$ cat src/rtl/tree_loader_if.sv
// Bundles the handshake and SRAM write ports of tree_loader into one interface.
// The master modport is the control and stream source. It drives start, node_count, s_data and s_valid.
// The slave modport is the loader. It drives s_ready, both SRAM write ports, busy, done and err.
interface tree_loader_if #(
  parameter int ADDR_WIDTH  = 6,
  parameter int COEFF_WIDTH = 48,
  parameter int CHILD_WIDTH = 18
);
  logic                   start;
  logic [6:0]             node_count;
  logic [7:0]             s_data;
  logic                   s_valid;
  logic                   s_ready;
  logic                   coeff_we;
  logic [ADDR_WIDTH-1:0]  coeff_addr;
  logic [COEFF_WIDTH-1:0] coeff_wdata;
  logic                   child_we;
  logic [ADDR_WIDTH-1:0]  child_addr;
  logic [CHILD_WIDTH-1:0] child_wdata;
  logic                   busy;
  logic                   done;
  logic                   err;

  modport master (
    output start, node_count, s_data, s_valid,
    input  s_ready, coeff_we, coeff_addr, coeff_wdata,
           child_we, child_addr, child_wdata, busy, done, err
  );

  modport slave (
    input  start, node_count, s_data, s_valid,
    output s_ready, coeff_we, coeff_addr, coeff_wdata,
           child_we, child_addr, child_wdata, busy, done, err
  );
endinterface

$ cat src/rtl/tree_loader.sv
// Purpose: loads a decision tree from a byte stream into the coefficient and child SRAMs.
//   A node is 9 bytes, most significant byte first.
// Latency: each node is written in the cycle after its 9th byte. done follows the last write by 1 cycle.
//   Throughput is 10 cycles per node.
// Backpressure: s_ready is high only while collecting bytes. A low s_valid stalls indefinitely.
// Ports: clk and rst (asynchronous, active high).
//   bus.slave carries start/node_count, the s_* byte stream, the coeff_* and child_* SRAM write ports,
//   and the busy/done/err status.
module tree_loader #(
  parameter int ADDR_WIDTH  = 6,
  parameter int DEPTH       = 64,
  parameter int COEFF_WIDTH = 48,
  parameter int CHILD_WIDTH = 18
) (
  input logic         clk,
  input logic         rst,
  tree_loader_if.slave bus
);

  typedef enum logic [1:0] {IDLE, LOAD, WRITE, FIN} state_t;

  localparam logic [6:0] DEPTH_CNT = 7'(DEPTH);

  state_t                 state;
  logic [6:0]             count;
  logic [ADDR_WIDTH-1:0]  node_idx;
  logic [3:0]             byte_idx;
  // Assembly registers are kept separate from the wdata outputs so that the outputs
  // hold the last written word while the next node streams in.
  logic [COEFF_WIDTH-1:0] coeff_asm;
  logic [CHILD_WIDTH-9:0] child_hi;

  logic legal_count;
  logic take;
  logic last_node;

  assign legal_count = (bus.node_count != 7'd0) && (bus.node_count <= DEPTH_CNT);
  assign take        = bus.s_valid && bus.s_ready;
  assign last_node   = (7'(node_idx) == (count - 7'd1));

  always_ff @(posedge clk or posedge rst) begin
    if (rst) begin
      state           <= IDLE;
      count           <= '0;
      node_idx        <= '0;
      byte_idx        <= '0;
      coeff_asm       <= '0;
      child_hi        <= '0;
      bus.s_ready     <= 1'b0;
      bus.coeff_we    <= 1'b0;
      bus.coeff_addr  <= '0;
      bus.coeff_wdata <= '0;
      bus.child_we    <= 1'b0;
      bus.child_addr  <= '0;
      bus.child_wdata <= '0;
      bus.busy        <= 1'b0;
      bus.done        <= 1'b0;
      bus.err         <= 1'b0;
    end else begin
      // Strobes are single-cycle. They fall back to 0 unless this cycle re-asserts them.
      bus.coeff_we <= 1'b0;
      bus.child_we <= 1'b0;
      bus.done     <= 1'b0;

      case (state)
        IDLE: begin
          if (bus.start) begin
            bus.busy <= 1'b1;
            if (legal_count) begin
              bus.err     <= 1'b0;
              count       <= bus.node_count;
              node_idx    <= '0;
              byte_idx    <= '0;
              bus.s_ready <= 1'b1;
              state       <= LOAD;
            end else begin
              // A bad count skips straight to the completion pulse and writes nothing.
              bus.err  <= 1'b1;
              bus.done <= 1'b1;
              state    <= FIN;
            end
          end
        end

        LOAD: begin
          if (take) begin
            byte_idx <= byte_idx + 4'd1;
            case (byte_idx)
              4'd0, 4'd1, 4'd2, 4'd3, 4'd4, 4'd5: begin
                coeff_asm <= {coeff_asm[COEFF_WIDTH-9:0], bus.s_data};
              end
              4'd6: begin
                // Only the two low bits carry child data. Other set bits are flagged and dropped.
                child_hi[9:8] <= bus.s_data[1:0];
                if (bus.s_data[7:2] != 6'd0) begin
                  bus.err <= 1'b1;
                end
              end
              4'd7: begin
                child_hi[7:0] <= bus.s_data;
              end
              4'd8: begin
                bus.s_ready     <= 1'b0;
                bus.coeff_we    <= 1'b1;
                bus.child_we    <= 1'b1;
                bus.coeff_addr  <= node_idx;
                bus.child_addr  <= node_idx;
                bus.coeff_wdata <= coeff_asm;
                bus.child_wdata <= {child_hi, bus.s_data};
                state           <= WRITE;
              end
              default: begin
              end
            endcase
          end
        end

        WRITE: begin
          if (last_node) begin
            bus.done <= 1'b1;
            state    <= FIN;
          end else begin
            node_idx    <= node_idx + 1'b1;
            byte_idx    <= '0;
            bus.s_ready <= 1'b1;
            state       <= LOAD;
          end
        end

        FIN: begin
          bus.busy <= 1'b0;
          state    <= IDLE;
        end

        default: begin
          state <= IDLE;
        end
      endcase
    end
  end

endmodule

$ cat src/flat_wrapper.sv
// flat-port wrapper written by rule: the top's interface ports become plain ports
module tree_loader_flat 
#(
  parameter int ADDR_WIDTH  = 6,
  parameter int DEPTH       = 64,
  parameter int COEFF_WIDTH = 48,
  parameter int CHILD_WIDTH = 18
)
  (clk, rst, bus_start, bus_node_count, bus_s_data, bus_s_valid, bus_s_ready, bus_coeff_we, bus_coeff_addr, bus_coeff_wdata, bus_child_we, bus_child_addr, bus_child_wdata, bus_busy, bus_done, bus_err);
  tree_loader_if #(.ADDR_WIDTH(ADDR_WIDTH), .COEFF_WIDTH(COEFF_WIDTH), .CHILD_WIDTH(CHILD_WIDTH)) bus_i ();
  input logic clk;
  input logic rst;
  input wire logic [$bits(bus_i.start)-1:0] bus_start;
  input wire logic [$bits(bus_i.node_count)-1:0] bus_node_count;
  input wire logic [$bits(bus_i.s_data)-1:0] bus_s_data;
  input wire logic [$bits(bus_i.s_valid)-1:0] bus_s_valid;
  output wire logic [$bits(bus_i.s_ready)-1:0] bus_s_ready;
  output wire logic [$bits(bus_i.coeff_we)-1:0] bus_coeff_we;
  output wire logic [$bits(bus_i.coeff_addr)-1:0] bus_coeff_addr;
  output wire logic [$bits(bus_i.coeff_wdata)-1:0] bus_coeff_wdata;
  output wire logic [$bits(bus_i.child_we)-1:0] bus_child_we;
  output wire logic [$bits(bus_i.child_addr)-1:0] bus_child_addr;
  output wire logic [$bits(bus_i.child_wdata)-1:0] bus_child_wdata;
  output wire logic [$bits(bus_i.busy)-1:0] bus_busy;
  output wire logic [$bits(bus_i.done)-1:0] bus_done;
  output wire logic [$bits(bus_i.err)-1:0] bus_err;
  assign bus_i.start = bus_start;
  assign bus_i.node_count = bus_node_count;
  assign bus_i.s_data = bus_s_data;
  assign bus_i.s_valid = bus_s_valid;
  assign bus_s_ready = bus_i.s_ready;
  assign bus_coeff_we = bus_i.coeff_we;
  assign bus_coeff_addr = bus_i.coeff_addr;
  assign bus_coeff_wdata = bus_i.coeff_wdata;
  assign bus_child_we = bus_i.child_we;
  assign bus_child_addr = bus_i.child_addr;
  assign bus_child_wdata = bus_i.child_wdata;
  assign bus_busy = bus_i.busy;
  assign bus_done = bus_i.done;
  assign bus_err = bus_i.err;
  tree_loader #(.ADDR_WIDTH(ADDR_WIDTH), .DEPTH(DEPTH), .COEFF_WIDTH(COEFF_WIDTH), .CHILD_WIDTH(CHILD_WIDTH)) u_core (.clk(clk), .rst(rst), .bus(bus_i));
endmodule
$ cat config.mk
export PLATFORM = sky130hd
export DESIGN_NAME = tree_loader_flat
export DESIGN_NICKNAME = d
export VERILOG_FILES = /design/src/rtl/tree_loader_if.sv /design/src/rtl/tree_loader.sv /design/src/flat_wrapper.sv
export SDC_FILE = /design/constraint.sdc
export NUM_CORES = 1
export LEC_CHECK = 0
export ABC_AREA = 1
export BUFFER_PORTS_ARGS = -buffer_cell sky130_fd_sc_hd__buf_2
export CAP_MARGIN = 10
export CORE_MARGIN = 1.5
export CORE_UTILIZATION = 55
export CTS_CLUSTER_DIAMETER = 100
export DETAILED_ROUTE_END_ITERATION = 10
export GPL_ROUTABILITY_DRIVEN = 0
export PLACE_DENSITY = 0.76
export SLEW_MARGIN = 20
export SYNTH_ARGS = -nofsm -noshare
export SYNTH_HDL_FRONTEND = slang
export SYNTH_SLANG_ARGS = --single-unit
$ cat constraint.sdc
create_clock -name clk -period 7.3 [get_ports clk]
set_input_delay 1.46 -clock clk [delete_from_list [all_inputs] [get_ports clk]]
set_output_delay 1.46 -clock clk [all_outputs]
set_load 0.01 [all_outputs]
### Word-level counts from Yosys, hierarchy flattened

Index checks and enable logic that the tools add are counted.

| word-level totals | value |
|---|---|
| bits in registers | 154 |
| logic and storage cells | 95 |

| cells by class | value |
|---|---|
| add/sub/neg operators | 3 |
| magnitude comparators | 1 |
| equal/unequal tests | 19 |
| multiplexer cells | 35 |
| reductions and logical operators | 22 |

Operator list:

| operator | count |
|---|---|
| two-way mux 6 bit | 3 |
| AND reduction 3 bit | 6 |
| equality test 4 x 3 -> 1 bit, second input constant | 4 |
| two-way mux 1 bit | 16 |
| two-way mux 4 bit | 4 |
| one-hot mux 4 bit (3 select lines) | 1 |
| one-hot mux 6 bit (2 select lines) | 1 |
| two-way mux 2 bit | 5 |
| AND reduction 5 bit | 2 |
| equality test 4 x 2 -> 1 bit, second input constant | 2 |
| != test 2 x 1 -> 1 bit, second input constant | 4 |
| one-hot mux 2 bit (4 select lines) | 1 |
| equality test 6 x 7 -> 1 bit | 1 |
| <= comparator 7 bit, second input constant | 1 |
| nonzero test 7 bit | 1 |
| subtractor 7 x 1 -> 7 bit, second input constant | 1 |
| adder 6 x 1 -> 6 bit, second input constant | 1 |
| != test 2 bit, second input constant | 3 |
| one-hot mux 1 bit (2 select lines) | 3 |
| AND reduction 6 bit | 1 |
| nonzero test 2 bit | 3 |
| nonzero test 6 bit | 1 |
| OR reduction 6 bit | 1 |
| adder 4 x 1 -> 4 bit, second input constant | 1 |
| 11 further kinds | 13 |

### Depth between registers and ports, before layout

Gate-level depths: netlist of the first run.

| depth | value |
|---|---|
| depth in word-level cells | 5 |
| mapped depth | 15 |

### Worst setup path after synthesis of the first run

Ideal clock, no wire load.

| timing | value |
|---|---|
| path type | input port to flip-flop |
| start point | input port bus_s_valid |
| end point | register u_core.coeff_asm[10] |
| library setup time | 0.130 ns |
| data arrival time | 2.305 ns |
| setup slack | 4.865 ns |
| stages on the path | 7 |
| path buffers | 2 |
| path through | nand2_1 -> nor2_8 -> o311ai_4 -> buf_6 -> buf_2 -> nand2_1 -> o21ai_1 |

| on the way | value |
|---|---|
| word-level cells in the longest chain between the ends | 2 |

RTL lines:

| item | line | RTL |
|---|---|---|
| start, declared | flat_wrapper.sv:16 | `input wire logic [$bits(bus_i.s_valid)-1:0] bus_s_valid;` |
| logical AND 1 bit | tree_loader.sv:38 | `assign take = bus.s_valid && bus.s_ready;` |
| AND reduction 3 bit (no source line) | -- |  |
| end signal, assigned | tree_loader.sv:90 | `coeff_asm <= {coeff_asm[COEFF_WIDTH-9:0], bus.s_data};` |
| end, declared | tree_loader.sv:30 | `logic [COEFF_WIDTH-1:0] coeff_asm;` |

Every way passes these cells.
A chain may end at the register's enable or synchronous reset.

### Final worst setup path of the first run

| timing | value |
|---|---|
| start point | input port bus_s_valid |
| end point | register u_core.bus.child_wdata[13] (netlist name) |

| on the way | value |
|---|---|
| word-level cells in the longest chain between the ends | 2 |

RTL lines:

| item | line | RTL |
|---|---|---|
| logical AND 1 bit | tree_loader.sv:38 |  |
| AND reduction 3 bit (no source line) | -- |  |
| end signal, assigned | tree_loader.sv:109 | `bus.child_wdata <= {child_hi, bus.s_data};` |
| end, declared | tree_loader_if.sv:33 | `child_we, child_addr, child_wdata, busy, done, err` |

Every way passes these cells.

==> reports/results.ini, run 1 <==
[global_routing]
grt_first_pass_wirelength_um=22100
grt_pass1_vias=4713
grt_max_degree=128
grt_overflow=0
grt_use_total_pct=22.4
antenna_found_initial=0

[routing]
vias=4834
drt-total-wl_um=13100
drc=0
drtIter0Drc=371
wire_per_inst_um=13.8
vias_per_cell=5.08
drt_pass1_iterations=5
ant_nets=0

[placed_design]
placed_area_mm2=0.00689
portBuffers=102
dp_hpwl_um=8620
place_ws_ns=3.30

[sta]
slew_headroom_pct=39.5
tightestPinTransition_ns=0.908
finClkSkew_ns=0.00619
timing.final.crit_share_pct=41.6
tns_ns=0
fmax_ghz=0.329
rsz0062_at_grt=false
period_needed_ns=3.04
slew_violations=0
layout_setup_ws_ns=4.26
finalSetupViolations=0
hold_violations=0

[critical_path]
cp_max_fo=127
worstPathRequired_ns=7.59
r2r-start=u_core.byte_idx[0]$_DFFE_PP0P_
cp_data_arrival_time_ns=3.33
reg2reg_depth=8
cp-end-kind=flop
crit_start=bus_s_valid
path_class=in2reg
startpoint_type=primary input

[final_layout]
n_fill_cell=913
final_util_pct=65.6
drive_gt1_share_pct=17.9
nNetsFinal=823
final_cell_area_mm2=0.00746
antenna_cells=0
syn2layout_area_growth_pct=17.0

[clock_network]
cts_hold_buffers=0
cts_resized=0
cts.sinks=154
cts_buffer_depth=2
cts_root_buf=clkbuf_16
cts_buffers=17
cts_tree=yes
clock_latency_ns=0.41
clkTransAtPathRegs_ns=0.06
cts_setup_buffers=0
cts_max_level=4

[floorplan]
dieArea_mm2=0.0123
pin_count=103
die_h_um=111
dieWidth_um=111
core_area_mm2=0.0114
num_rows=39
start_util_pct=56.1

[synthesis]
synth_top_family_by_area=simple AND/OR/NAND/NOR gates
mappedNetlistArea_mm2=0.00638
synthSimpleGateAreaFrac_pct=18.8
synth_seq_cells=154
yosysTopAreaCell=dfrtp_1
synth_sequential_area_ratio_pct=60.4
syn-num-nets=735
ys_types=31
synth_xor_area_share_pct=0.137
synth_area_leaders=dfrtp_1 60%, nand2_1 14%, o21ai_0 6.4%
synth_top_area_share_pct=60.4
avgSynthCellArea_um2=8.98
synth_compound_area_share_pct=11.4
synth_edf_count=0
synthAdderAreaFrac_pct=1.18
syn_inst=710
synth_commonest_cells=231 x nand2_1, 154 x dfrtp_1, 81 x o21ai_0, 79 x inv_1, 47 x o21ai_1
async_reset_ff_share_pct=100
ys_warn_count=0
synth_top_flop_cell=dfrtp_1
yosysMostFrequentCell=nand2_1
muxShareOfSynthArea_pct=0

[worst_hold_path]
worstHoldStart=u_core.coeff_asm[40]$_DFFE_PP0P_
whs_path_depth=2
hp-class=reg2reg

[pwr]
powerDensity_mw_per_mm2=397
p_leak_uw=0.00395
ir_drop_v=0.000223
p_total_uw=2960

[status]
status=complete, no violations

[run]
drv_cap=0

routing by layer:
| metal | vias up | track usage [%] | wire [um] |
|---|---|---|---|
| met1 | 2267 | 31.9 | 6110 |
| met2 | 134 | 34.2 | 6210 |
| met5 | - | 0 | 0 |
| met3 | 19 | 4.92 | 568 |
| li1 | 2414 | - | - |
| met4 | 0 | 8.55 | 248 |
logic make-up (layout without fill, tap and decap cells):
family,count (synthesis),in the layout
and+or+nand+nor,292,292
DFF,154,154
AOI/OAI and AO/OA,140,140
buffers and inverters,117,216
adders and majority gates,6,6
xor gates and xnor gates,1,1
critical path: stages:
cell and delay [ns]:
buf_2 0.10, nand2_1 0.17, nor2_8 0.09, nand2_8 0.46
clkinv_1 0.69, nand2_1 0.22, nand2_1 0.08
registers in the layout, indices dropped and copies added (netlist names), 4 cells and up:
register                flops
u_core.bus.child_addr       6
u_core.bus.child_wdata     18
u_core.bus.coeff_wdata     48
u_core.byte_idx             4
u_core.child_hi            10
u_core.coeff_asm           48
u_core.count                7
u_core.node_idx             6
power breakdown:
group          switching, uW  internal (uW)
logic                    513            296
clock network            331            509
registers                180           1130
total                   1020           1940
final cells by class:
cell class,count,area (um^2),share of cell area (%)
sequential,154,3850,51.6
multi-input combinational,439,2020,27.1
timing repair buffer,104,526,7.04
clock buffer,20,447,5.99
inverter,82,313,4.19
tap,143,179,2.40
clock inverter,10,121,1.63
stage by stage:
stage                     hold slack [ns]  instances
after CTS                           0.471        952
after detailed placement            0.456        922
after global routing                0.501        952
final                               0.471        952
after floorplan                     0.442        710
after global placement              0.451        922
placed cells by master (no fill, tap or decap), types with 2 or more instances in the layout:
master / Yosys / final
o21ai_1: 47 / 47
o21ai_0: 81 / 81
buf_2: 7 / 102
clkbuf_16: 0 / 17
inv_2: 2 / 2
ha_1: 6 / 6
nand3_1: 16 / 16
or2_2: 2 / 2
clkinvlp_4: 0 / 4
nor2_4: 2 / 2
nand4_1: 6 / 6
a21oi_1: 8 / 8
buf_4: 10 / 2
inv_6: 0 / 2
inv_1: 79 / 78
nor2_1: 27 / 27
nand2_1: 231 / 231
bufinv_16: 0 / 2
clkinv_4: 0 / 2
o31ai_1: 2 / 2
dfrtp_1: 154 / 154
clkbuf_1: 14 / 2
path summary, 6_finish.rpt:
kind                                                     endpoint  slack, ns
setup / recovery           u_core.bus.child_wdata[13]$_DFFE_PP0P_       4.26
hold / removal             u_core.bus.coeff_wdata[40]$_DFFE_PP0P_       0.47
setup reg to reg           u_core.bus.child_wdata[13]$_DFFE_PP0P_       4.65
hold reg to reg            u_core.bus.coeff_wdata[40]$_DFFE_PP0P_       0.47
max in group asynchronous    u_core.bus.child_addr[1]$_DFFE_PP0P_       4.80
min in group asynchronous   u_core.bus.child_wdata[4]$_DFFE_PP0P_       1.19
Note: power is estimated with default switching activity, not from simulation.
==> run 2: changes to the inputs <==
ABC_AREA = 0   (was 1)
clock period = 2.9 ns   (was 7.3 ns; I/O delays follow)
==> run 2 against run 1 <==
Against the previous run:
- hold slack worse by 0.37 ns
- combinational power grew to 3.0 times the previous value
- clock-buffer cell count is 6 higher
- core utilization is 3.2 points higher
- wire length is 14% lower
- critical path type is now reg2reg
- largest power group unchanged
- highest routed layer unchanged
==> reports/results.ini, run 2 <==
[floorplan]
dieArea_mm2=0.0120  ; -2.4%
start_util_pct=56.9  ; +0.80 points
pin_count=103  ; unchanged
num_rows=38  ; -2.6%
dieWidth_um=109  ; -1.2%
die_h_um=109  ; -1.2%
core_area_mm2=0.0109  ; -3.8%

[synthesis]
syn_inst=416  ; -41%
avgSynthCellArea_um2=15.0  ; +66%
yosysTopAreaCell=dfrtp_1
synth_edf_count=0  ; unchanged
synth_commonest_cells=154 x dfrtp_1, 137 x mux2_2
synth_seq_cells=154  ; unchanged
ys_warn_count=0  ; unchanged
ys_types=44  ; +42%
synth_top_area_share_pct=61.9  ; +1.5 points
yosysMostFrequentCell=dfrtp_1
async_reset_ff_share_pct=100  ; unchanged
synth_top_flop_cell=dfrtp_1
synth_sequential_area_ratio_pct=61.9  ; +1.5 points
synth_area_leaders=dfrtp_1 62%, mux2_2 25%, ha_1 1.2%
syn-num-nets=441  ; -40%
mappedNetlistArea_mm2=0.00622  ; -2.5%

[clock_network]
cts.sinks=154  ; unchanged
cts_buffer_depth=2  ; unchanged
cts_tree=yes
clock_latency_ns=0.41  ; about the same
cts_buffers=17  ; unchanged
cts_max_level=4  ; unchanged
cts_hold_buffers=0  ; unchanged
clkTransAtPathRegs_ns=0.06  ; about the same
cts_root_buf=clkbuf_16

[global_routing]
antenna_found_initial=0  ; unchanged
grt_pass1_vias=3653  ; -22%
grt_max_degree=80  ; -38%
grt_use_total_pct=20.9  ; -1.6 points
grt_overflow=0  ; unchanged
grt_first_pass_wirelength_um=18700  ; -16%

[sta]
slew_headroom_pct=59.4  ; +20 points
tightestPinTransition_ns=0.603  ; -0.305 ns
fmax_ghz=0.369
finalSetupViolations=0  ; unchanged
slew_violations=0  ; unchanged
finClkSkew_ns=0.00658  ; +0.000397 ns
period_needed_ns=2.71
hold_violations=0  ; unchanged
layout_setup_ws_ns=0.188  ; -4.08 ns
tns_ns=0  ; unchanged
finalHoldWorstSlack_ns=0.0962  ; -0.374 ns
rsz0062_at_grt=false
timing.final.crit_share_pct=93.5

[final_layout]
final_common_cell=dfrtp_1
mostFrequentLayoutCells=154 x dfrtp_1, 137 x mux2_2, 102 x buf_2, 17 x clkbuf_16, 8 x nand2_1
final_util_pct=68.8  ; +3.2 points
antenna_cells=0  ; unchanged
nNetsFinal=547  ; -34%
finalNonFillerCells=675  ; -29%
syn2layout_area_growth_pct=21.0
top_regs=u_core.bus.coeff_wdata x48, u_core.coeff_asm x48, u_core.bus.child_wdata x18
n_fill_cell=802  ; -12%
drive_gt1_share_pct=53.3  ; +35 points

[critical_path]
startpoint_type=flop
cp-end-kind=flop
path_class=reg2reg
cp_data_arrival_time_ns=3.04  ; -0.29 ns
cp_max_fo=8  ; -94%
worstPathRequired_ns=3.23  ; -4.36 ns

[pwr]
ir_drop_v=0.000605  ; +170%
p_sw_uw=2440  ; +140%
switching_share_pct=30.0  ; -4.6 points
p_clk_share_pct=26.1  ; -2.3 points
powerDensity_mw_per_mm2=1080  ; +170%
p_seq_share_pct=44.5  ; +0.2 points
p_int_uw=5710  ; +200%
p_leak_uw=0.00372  ; -5.8%
p_comb_share_pct=29.4  ; +2.0 points

[routing]
drtIter0Drc=166  ; -55%
ant_nets=0  ; unchanged
vias_per_cell=5.37  ; +5.9%
drt_pass1_iterations=4  ; -1
vias=3628  ; -25%
wire_per_inst_um=16.7  ; +21%
drc=0  ; unchanged
met1_length_um=5130  ; -16%
dr_wl_met2_um=5320  ; -14%
drt-total-wl_um=11200  ; -14%
dr_wl_met3_um=660  ; +16%
routed.top_layer=met4

[run]
drv_cap=0  ; unchanged

[placed_design]
portBuffers=102  ; unchanged
dp_cells=642  ; -30%
place_ws_ns=0.153  ; -3.14 ns
dp_hpwl_um=7680  ; -11%

[worst_hold_path]
hp-class=in2async

[status]
status=complete, no violations

[run 2: cell count changes in the layout (fill, tap and decap cells not counted), sizes merged, moves of 12 or more]
cell / before / now
inv: 82 / 7
nand3: 17 / 5
nor2: 30 / 9
mux2: 0 / 137
o21ai: 128 / 7
nand2: 233 / 8
[run 2: area by class of cell]
type,count,area (um^2),area share (%)
multi-input combinational,231,2240,29.8
clock buffer,26,489,6.50
timing repair buffer,110,646,8.58
clock inverter,6,87.6,1.16
tap,140,175,2.33
inverter,8,33.8,0.449
sequential,154,3850,51.2
[run 2: timing repair]
action	4_1_cts	5_1_grt
setup buffers	0	1
setup endpoints to repair	0	1
gates resized for setup	0	1
[run 2: path summary, 6_finish.rpt]
path,from,to,slack (ns),cells past startpoint
min in group clk,bus_node_count[1],u_core.count[1]$_DFFE_PP0P_,0.42,2
max,u_core.count[0]$_DFFE_PP0P_,u_core.node_idx[3]$_DFFE_PP0P_,0.19,9
max reg2reg,u_core.count[0]$_DFFE_PP0P_,u_core.node_idx[3]$_DFFE_PP0P_,0.19,9
min,rst,u_core.child_hi[0]$_DFFE_PP0P_,0.1,2
max in group asynchronous,rst,u_core.coeff_asm[40]$_DFFE_PP0P_,2.13,3
min reg2reg,u_core.bus.coeff_wdata[18]$_DFFE_PP0P_,u_core.bus.coeff_wdata[18]$_DFFE_PP0P_,0.50,1
[run 2: power by group through the flow]
stage	clock network, uW	logic, uW	registers [uW]
floorplan	0	1580	3630
global placement	0	2340	3600
detailed placement	0	2410	3660
CTS	2170	2430	3630
global route	2260	2620	3760
finish	2130	2400	3630
[run 2: layer usage]
metal	vias to the layer above	track usage, %
met1	1837	28.1
met3	12	6.76
met2	93	32.0
met4	0	7.51
li1	1686	-
met5	-	0
[run 2: stage by stage]
| stage | total power [uW] | instance area (um^2) |
|---|---|---|
| floorplan | 5220 | 6220 |
| global placement | 5940 | 6940 |
| detailed placement | 6070 | 6940 |
| CTS | 8230 | 7510 |
| global route | 8650 | 7520 |
| finish | 8150 | 7520 |
[run 2: critical path: stages (launching register included)]
cell and delay, ns:
dfrtp_1 0.42, inv_1 0.08, ha_1 0.22, or3b_2 0.49, nor3_2 0.14, xor2_1 0.08
or4_4 0.59, o211ai_4 0.28, o21ai_0 0.17, a21boi_1 0.16
[run 2: cell families (layout without fill, tap and decap cells)]
| logic type | count (synthesis) | in the layout | synth area share [%] |
|---|---|---|---|
| compound gates | 28 | 28 | 3.34 |
| flops | 154 | 154 | 61.9 |
| fa+ha+maj | 6 | 6 | 1.21 |
| buf+inv | 31 | 150 | 2.45 |
| xor+xnor | 12 | 12 | 1.69 |
| simple gates | 44 | 44 | 3.92 |
| mux | 141 | 141 | 25.4 |
